[src/rtl/rca_seq_ctrl_pkg.sv]
// rtl/rca_seq_ctrl_pkg.sv - shared constants and state encoding for the nibble-serial adder
package rca_seq_ctrl_pkg;

    localparam int NIB_W        = 4;
    localparam int NNIB_DEFAULT = 4;

    typedef enum logic [1:0] {
        ST_IDLE = 2'd0,
        ST_ADD  = 2'd1,
        ST_DONE = 2'd2
    } state_e;

endpackage

[src/rtl/rca.sv]
// rtl/rca.sv - 4-bit ripple-carry adder
module rca
    import rca_seq_ctrl_pkg::*;
(
    input  logic [NIB_W-1:0] a,
    input  logic [NIB_W-1:0] b,
    input  logic             cin,
    output logic [NIB_W-1:0] sum,
    output logic             cout
);

    logic [NIB_W:0] c;

    assign c[0] = cin;

    // One full adder per bit, carry chained from bit 0 upward.
    for (genvar i = 0; i < NIB_W; i++) begin : g_fa
        assign sum[i]   = a[i] ^ b[i] ^ c[i];
        assign c[i + 1] = (a[i] & b[i]) | (a[i] & c[i]) | (b[i] & c[i]);
    end

    assign cout = c[NIB_W];

endmodule

[src/rtl/rca_seq_ctrl.sv]
// rtl/rca_seq_ctrl.sv - nibble-serial adder: one 4-bit ripple-carry adder reused over NNIB cycles
module rca_seq_ctrl
    import rca_seq_ctrl_pkg::*;
#(
    parameter int NNIB = NNIB_DEFAULT
) (
    input  logic                  clk,
    input  logic                  rst_n,
    input  logic                  in_valid,
    output logic                  in_ready,
    input  logic [NIB_W*NNIB-1:0] a,
    input  logic [NIB_W*NNIB-1:0] b,
    input  logic                  cin,
    output logic                  out_valid,
    input  logic                  out_ready,
    output logic [NIB_W*NNIB-1:0] sum,
    output logic                  cout,
    output logic                  ovf
);

    localparam int W    = NIB_W * NNIB;
    localparam int IDXW = (NNIB > 1) ? $clog2(NNIB) : 1;
    localparam logic [IDXW-1:0] IDX_LAST = IDXW'(NNIB - 1);

    state_e          state_q, state_d;
    logic [IDXW-1:0] idx_q, idx_d;
    logic            carry_q, carry_d;
    logic [W-1:0]    a_q, a_d;
    logic [W-1:0]    b_q, b_d;
    logic [W-1:0]    sum_q, sum_d;
    logic            cout_q, cout_d;
    logic            ovf_q, ovf_d;

    logic [NIB_W-1:0] nib_a;
    logic [NIB_W-1:0] nib_b;
    logic [NIB_W-1:0] add_sum;
    logic             add_cout;
    int               nib_lsb;

    // Select the current nibble of each operand for the shared adder.
    always_comb begin
        nib_lsb = int'(idx_q) * NIB_W;
        nib_a   = a_q[nib_lsb +: NIB_W];
        nib_b   = b_q[nib_lsb +: NIB_W];
    end

    rca u_rca (
        .a    (nib_a),
        .b    (nib_b),
        .cin  (carry_q),
        .sum  (add_sum),
        .cout (add_cout)
    );

    // Control FSM: accept operands, ripple one nibble per cycle, hold result until taken.
    always_comb begin
        state_d = state_q;
        idx_d   = idx_q;
        carry_d = carry_q;
        a_d     = a_q;
        b_d     = b_q;
        sum_d   = sum_q;
        cout_d  = cout_q;
        ovf_d   = ovf_q;
        case (state_q)
            ST_IDLE: begin
                if (in_valid) begin
                    a_d     = a;
                    b_d     = b;
                    carry_d = cin;
                    idx_d   = '0;
                    sum_d   = '0;
                    cout_d  = 1'b0;
                    ovf_d   = 1'b0;
                    state_d = ST_ADD;
                end
            end
            ST_ADD: begin
                sum_d[nib_lsb +: NIB_W] = add_sum;
                carry_d                 = add_cout;
                if (idx_q == IDX_LAST) begin
                    // add_sum[3] is the final sum MSB being written this edge.
                    cout_d  = add_cout;
                    ovf_d   = (a_q[W-1] == b_q[W-1]) && (add_sum[NIB_W-1] != a_q[W-1]);
                    idx_d   = '0;
                    state_d = ST_DONE;
                end else begin
                    idx_d = idx_q + IDXW'(1);
                end
            end
            ST_DONE: begin
                if (out_ready) begin
                    state_d = ST_IDLE;
                end
            end
            default: begin
                state_d = ST_IDLE;
            end
        endcase
    end

    // State and datapath registers; reset abandons any operation in flight.
    always_ff @(posedge clk or negedge rst_n) begin
        if (!rst_n) begin
            state_q <= ST_IDLE;
            idx_q   <= '0;
            carry_q <= 1'b0;
            a_q     <= '0;
            b_q     <= '0;
            sum_q   <= '0;
            cout_q  <= 1'b0;
            ovf_q   <= 1'b0;
        end else begin
            state_q <= state_d;
            idx_q   <= idx_d;
            carry_q <= carry_d;
            a_q     <= a_d;
            b_q     <= b_d;
            sum_q   <= sum_d;
            cout_q  <= cout_d;
            ovf_q   <= ovf_d;
        end
    end

    assign in_ready  = (state_q == ST_IDLE);
    assign out_valid = (state_q == ST_DONE);
    assign sum       = sum_q;
    assign cout      = cout_q;
    assign ovf       = ovf_q;

endmodule

[config.mk]
export PLATFORM = sky130hd
export DESIGN_NAME = rca_seq_ctrl
export DESIGN_NICKNAME = d
export VERILOG_FILES = /design/src/rtl/rca_seq_ctrl_pkg.sv /design/src/rtl/rca.sv /design/src/rtl/rca_seq_ctrl.sv
export SDC_FILE = /design/constraint.sdc
export NUM_CORES = 1
export LEC_CHECK = 0
export CAP_MARGIN = 20
export CELL_PAD_IN_SITES_DETAIL_PLACEMENT = 1
export CELL_PAD_IN_SITES_GLOBAL_PLACEMENT = 1
export CORE_UTILIZATION = 44
export CTS_CLUSTER_SIZE = 28
export DETAILED_ROUTE_END_ITERATION = 16
export GPL_ROUTABILITY_DRIVEN = 0
export GPL_TIMING_DRIVEN = 0
export MAX_ROUTING_LAYER = met4
export PLACE_DENSITY = 0.88
export SYNTH_ARGS = -nofsm -noshare
export SYNTH_HDL_FRONTEND = slang
export SYNTH_SLANG_ARGS = --single-unit
[constraint.sdc]
create_clock -name clk -period 9.3 [get_ports clk]
set_clock_uncertainty 0.1 [all_clocks]
set_input_delay 1.86 -clock clk [delete_from_list [all_inputs] [get_ports clk]]
set_output_delay 1.86 -clock clk [all_outputs]
set_load 0.03 [all_outputs]
Yosys cells after proc, flatten, opt, wreduce, memory -nomap -nowiden
Index checks and enable logic that the tools add are counted.
{"block": "word_totals", "regBits": 55, "inputBits": 37, "output_inout_bits": 20, "elab_cells": 74}
{"block": "classes", "add_sub_neg": 2, "eq_ne": 8, "n_shift": 4, "muxes": 17, "n_bitwise": 28, "reduce_logical": 7}
{"operator": "4-bit negation with 33-bit output", "count": 1}
{"operator": "4-bit by 33-bit variable shift with 16-bit output (first input constant)", "count": 1}
{"operator": "4-bit by 33-bit indexed part select with 16-bit output", "count": 1}
{"operator": "16-bit one-hot mux with 2 select lines", "count": 1}
{"operator": "16-bit by 5-bit indexed part select with 4-bit output", "count": 2}
{"operator": "16-bit bitwise mux", "count": 1}
{"operator": "16-bit 2-to-1 mux", "count": 1}
{"operator": "1-bit bitwise AND", "count": 12}
{"operator": "2-bit 2-to-1 mux", "count": 5}
{"operator": "1-bit bitwise OR", "count": 8}
{"operator": "1-bit XOR", "count": 8}
{"operator": "1-bit one-hot mux with 2 select lines", "count": 3}
{"operator": "2-bit one-hot mux with 3 select lines", "count": 1}
{"operator": "3-bit AND reduction", "count": 2}
{"operator": "2-bit equality test (second input constant)", "count": 2}
{"operator": "1-bit 2-to-1 mux", "count": 4}
{"operator": "2-bit != test (second input constant)", "count": 2}
{"operator": "2-bit one-hot mux with 2 select lines", "count": 1}
{"operator": "2-bit AND reduction", "count": 2}
{"operator": "2-bit by 1-bit adder with 2-bit output (second input constant)", "count": 1}
{"operator": "2-bit by 1-bit equality test with 1-bit output (second input constant)", "count": 1}
{"operator": "2-bit zero test", "count": 1}
{"operator": "2-bit by 1-bit != test with 1-bit output (second input constant)", "count": 1}
{"operator": "2-bit nonzero test", "count": 1}
{"operator": "3 further kinds", "count": 3}

Depth between registers and ports, before layout
{"block": "depth", "word_depth": 15, "depth_mapped": 11, "ltp_nobuf": 10}

Modules after synthesis
A second synthesis with hierarchy kept.
{"block": "hier_totals", "hier_cells": 184, "hier_area_um2": 2663.8}
{"module": "rca_seq_ctrl", "n_inst": 1, "cells_per_inst": 170, "area_each_um2": 2546.2, "seq_area_each_um2": 1376.3}
{"module": "rca", "n_inst": 1, "cells_per_inst": 14, "area_each_um2": 117.6, "seq_area_each_um2": 0.0}

Least setup slack after synthesis
OpenSTA, ideal clock, no wires.
{"block": "synth_timing", "path_kind": "flip-flop to flip-flop", "startpoint": "register idx_q[0]", "endpoint": "register ovf_q (netlist: ovf)", "setup_time_ns": 0.122, "t_arrival_ns": 2.907, "t_required_ns": 9.078, "slack_ns": 6.171, "stages_incl_launch_ff": 12, "n_path_buf": 1, "period_less_slack_ns": 3.129, "path_cell_list": "dfrtp_1 -> buf_4 -> mux4_2 -> fa_1 -> inv_1 -> fa_1 -> fa_1 -> inv_1 -> fa_1 -> and3b_1 -> a21oi_1 -> o2bb2ai_1"}
{"block": "synth_via", "elab_chain_len": 15, "elab_cells_between_ends": 26, "classes_between": "3 x eq/ne; 2 x shift; 2 x mux; 17 x bitwise; 2 x reduce/logical"}
{"element": "from (decl)", "line_no": "rca_seq_ctrl.sv:26", "rtl": "logic [IDXW-1:0] idx_q, idx_d;"}
{"element": "from (signal assigned)", "line_no": "rca_seq_ctrl.sv:115", "rtl": "idx_q <= idx_d;"}
{"element": "16-bit by 5-bit indexed part select with 4-bit output (on tied branches)", "line_no": "rca_seq_ctrl.sv:43, rca_seq_ctrl.sv:44"}
{"element": "1-bit bitwise AND", "line_no": "rca.sv:19", "rtl": "assign c[i + 1] = (a[i] & b[i]) | (a[i] & c[i]) | (b[i] & c[i]);"}
{"element": "1-bit bitwise OR (2 in a row)", "line_no": "rca.sv:19"}
{"element": "1-bit bitwise AND", "line_no": "rca.sv:19"}
{"element": "1-bit bitwise OR (2 in a row)", "line_no": "rca.sv:19"}
{"element": "1-bit bitwise AND", "line_no": "rca.sv:19"}
{"element": "1-bit bitwise OR (2 in a row)", "line_no": "rca.sv:19"}
{"element": "1-bit XOR", "line_no": "rca.sv:18", "rtl": "assign sum[i] = a[i] ^ b[i] ^ c[i];"}
{"element": "1-bit != test", "line_no": "rca_seq_ctrl.sv:84", "rtl": "ovf_d = (a_q[W-1] == b_q[W-1]) && (add_sum[NIB_W-1] != a_q[W-1]);"}
{"element": "1-bit logical AND", "line_no": "rca_seq_ctrl.sv:84"}
{"element": "1-bit 2-to-1 mux", "line_no": "rca_seq_ctrl.sv:81", "rtl": "if (idx_q == IDX_LAST) begin"}
{"element": "1-bit one-hot mux with 2 select lines", "line_no": "rca_seq_ctrl.sv:65", "rtl": "case (state_q)"}
{"element": "to (signal assigned)", "line_no": "rca_seq_ctrl.sv:121", "rtl": "ovf_q <= ovf_d;"}
{"element": "to (decl)", "line_no": "rca_seq_ctrl.sv:32", "rtl": "logic ovf_q, ovf_d;"}
Parallel ways exist; a longest one is shown, timed or not. The select of a mux whose other input is x is not followed.
A chain may end at the register's enable or synchronous reset.

Final worst setup path
{"block": "layout_timing", "startpoint": "register state_q[0]", "endpoint": "output out_valid"}
{"block": "layout_via", "elab_chain_len": 1}
{"element": "from (decl)", "line_no": "rca_seq_ctrl.sv:25", "rtl": "state_e state_q, state_d;"}
{"element": "from (signal assigned)", "line_no": "rca_seq_ctrl.sv:114", "rtl": "state_q <= state_d;"}
{"element": "2-bit equality test", "line_no": "rca_seq_ctrl.sv:126", "rtl": "assign out_valid = (state_q == ST_DONE);"}
{"element": "to (decl)", "line_no": "rca_seq_ctrl.sv:14", "rtl": "output logic out_valid,"}
No other way between the ends.

==> reports/metrics.csv <==
stage;metric;value;unit
routing;via count;1708;
routing;drt pass-1 iters;4;
yosys;top-area cell type share of the netlist area;0.537;
timing;Final setup viols;0;
cells_and_area;Layout Cells excl Fill;314;
global_routing;largest net degree at the start of global routing;39;
timing;RSZ-0062 raised after global routing;no;
cells_and_area;Nets;287;
critical_path;critical path endpoint category;output port;
floorplanning;initial core utilization;0.459;
clock_network;clk buf depth;2;
global_routing;busiest grt layer;met2;
yosys;post-synthesis sequential area ratio;0.537;
routing;First DRT Iteration DRCs;67;
clock_network;CTS hold repair buffers;0;
clock_network;CTS HTree Levels;2;
routing;DR WL/cell;18.7;microns
timing;upper clock frequency limit;264;MHz
power_and_ir_drop;Max VDD drop;0.189;mV
place;IO buf count;56;
clock_network;CTS clk-pin slew, worst paths;0.10;ns
place;dpl cells;307;
global_routing;total congestion overflow;0;
job;max-cap violations;0;
global_routing;first-pass GRT wire length;10100;microns
yosys;area leader, netlist;dfrtp_1;
status;status;completed;
floorplanning;die width;78.3;microns
cells_and_area;share of cells above drive strength 1;0.227;
timing;Tmin final;3.78;ns
cells_and_area;area grow syn2layout;30.0;%
yosys;area of the mapped netlist;2560;sq um
timing;Pins Over Slew Limit;0;
yosys;syn nets;223;
global_routing;vias in the first global route;1925;
floorplanning;Ports;57;
power_and_ir_drop;PD cells;384;nW/um^2
cells_and_area;most frequent cells in the layout;dfrtp_1, clkdlybuf4s50_1, mux2_2;
critical_path;Crit path required time;7.34;ns
global_routing;GR Util All Layers;0.228;
critical_path;CP max FO;10;
yosys;EDFF count, synth;0;
floorplanning;Core Region;5570;sq um
timing;Tightest Pin Transition;0.579;ns
yosys;Synth async-reset ratio;1.00;
floorplanning;Die Area;6130;sq um
yosys;Seq cells post-synth;55;
global_routing;grt met2 use;0.403;
critical_path;Crit Path Category;register to output port;
yosys;Synth cell types;31;
clock_network;CTS Buf Count;5;
timing;final setup TNS;0;ns
timing;Slew headroom;0.614;
critical_path;startpoint types;register;
clock_network;post-cts sizing count;0;
clock_network;CTS tree;yes;
clock_network;CTS root buf;clkbuf_8;
clock_network;clk sinks;55;
routing;DRC;0;
timing;Hold Vio Cnt, Final;0;
timing;fin crit share;0.407;
routing;Antenna Violating Nets Remaining;0;
place;dpl hpwl;4410;microns
yosys;Ys Warns;0;
global_routing;initial antenna violation count;0;
routing;drt total wl;5880;microns
yosys;Top FF cell, synth;dfrtp_1;
min_path;Min-Delay Path Class;register to register;
clock_network;Clock Latency Late Sink;0.31;ns
power_and_ir_drop;Static Leak;1.43;nW
floorplanning;Die H;78.3;microns
floorplanning;std cell rows;27;
cells_and_area;n_diodes;0;
yosys;Gate Count Post-Synth;178;
routing;DR vias/cell;5.44;
yosys;top cells by area, synth;dfrtp_1, mux2_2, mux4_2, a22o_1, fa_1;
yosys;post-synthesis area per instance;14.4;sq um
critical_path;Worst EP arrival;1.82;ns
global_routing;global routing usage on met1;0.271;
global_routing;met3 GRT Util;0.0453;
clock_network;postcts setup bufs;0;
==> state kept, by name, indices dropped and copies added (netlist names) <==
register / count
cout: 1
idx_q: 2
state_q: 2
carry_q: 1
a_q: 16
sum: 16
b_q: 16
ovf: 1
==> per-stage QoR <==
stage | hold slack (ns) | total power, mW | setup slack (ns) | area [sq um] | utilization
final | 0.400 | 1.28 | 5.52 | 3330 | 0.597
after global routing | 0.421 | 1.37 | 5.43 | 3330 | 0.597
after CTS | 0.403 | 1.29 | 5.51 | 3330 | 0.597
after detailed placement | 0.382 | 1.13 | 5.69 | 3230 | 0.579
after global placement | 0.364 | 1.09 | 4.66 | 3210 | 0.576
after floorplan | 0.353 | 0.878 | 6.17 | 2560 | -
==> per-layer routing <==
metal / vias up / part of all wire
li1: 781 / -
met1: 873 / 0.42
met2: 50 / 0.54
met3: 4 / 0.030
met4: 0 / 0.0071
met5: - / 0
==> power by group <==
group	switching, mW	leakage [nW]	total [mW]	internal (mW)
combinational	0.378	0.688	0.712	0.334
sequential	0.0683	0.686	0.413	0.345
clock	0.0734	0.0513	0.152	0.0790
==> area by class of cell <==
cell class | instances | area, sq um
sequential | 55 | 1380
clock inverter | 1 | 30.0
multi-input combinational | 106 | 1080
inverter | 9 | 33.8
fill | 565 | 2240
tap | 72 | 90.1
timing repair buffer | 57 | 576
clock buffer | 6 | 72.6
buffer | 8 | 66.3
==> cell usage after synthesis (2+ instances only) <==
library cell   n
o21ai_0        2
mux2_1         2
nor2b_1        2
and3_1         2
o2bb2ai_1      9
and4_1         2
a21oi_1        2
mux2_2        30
and3b_1        2
a22o_1        10
dfrtp_1       55
ha_1           4
buf_6          4
nand2b_1       2
fa_1           4
nor2_1         6
nand3_1        2
a21o_1         5
nand2_1        5
mux4_2         8
buf_2          2
inv_1          9
==> logic make-up (layout without fill, tap and decap cells) <==
kind of cell / after synthesis / in the layout / synth area share
simple gates: 27 / 27 / 0.0660
mux: 40 / 40 / 0.211
flops: 55 / 55 / 0.537
compound gates: 31 / 31 / 0.0958
buf+inv: 17 / 81 / 0.0391
fa+ha+maj: 8 / 8 / 0.0508
==> critical path: stages (launching register included) <==
cell and delay [ns]:
dfrtp_1 0.46, buf_2 0.22, nor2_1 0.14, clkdlybuf4s50_1 0.69
==> final timing paths <==
check / slack [ns] / end / from / cells past startpoint
max in group asynchronous: 7.18 / b_q[0] / rst_n / 2
min in group asynchronous: 1.37 / sum[14] / rst_n / 1
min: 0.40 / a_q[3] / a_q[3] / 1
max reg2reg: 5.79 / ovf / idx_q[0] / 11
max: 5.52 / out_valid / state_q[0] / 3
min reg2reg: 0.40 / a_q[3] / a_q[3] / 1
No activity file was read; power rests on OpenSTA's default activity.
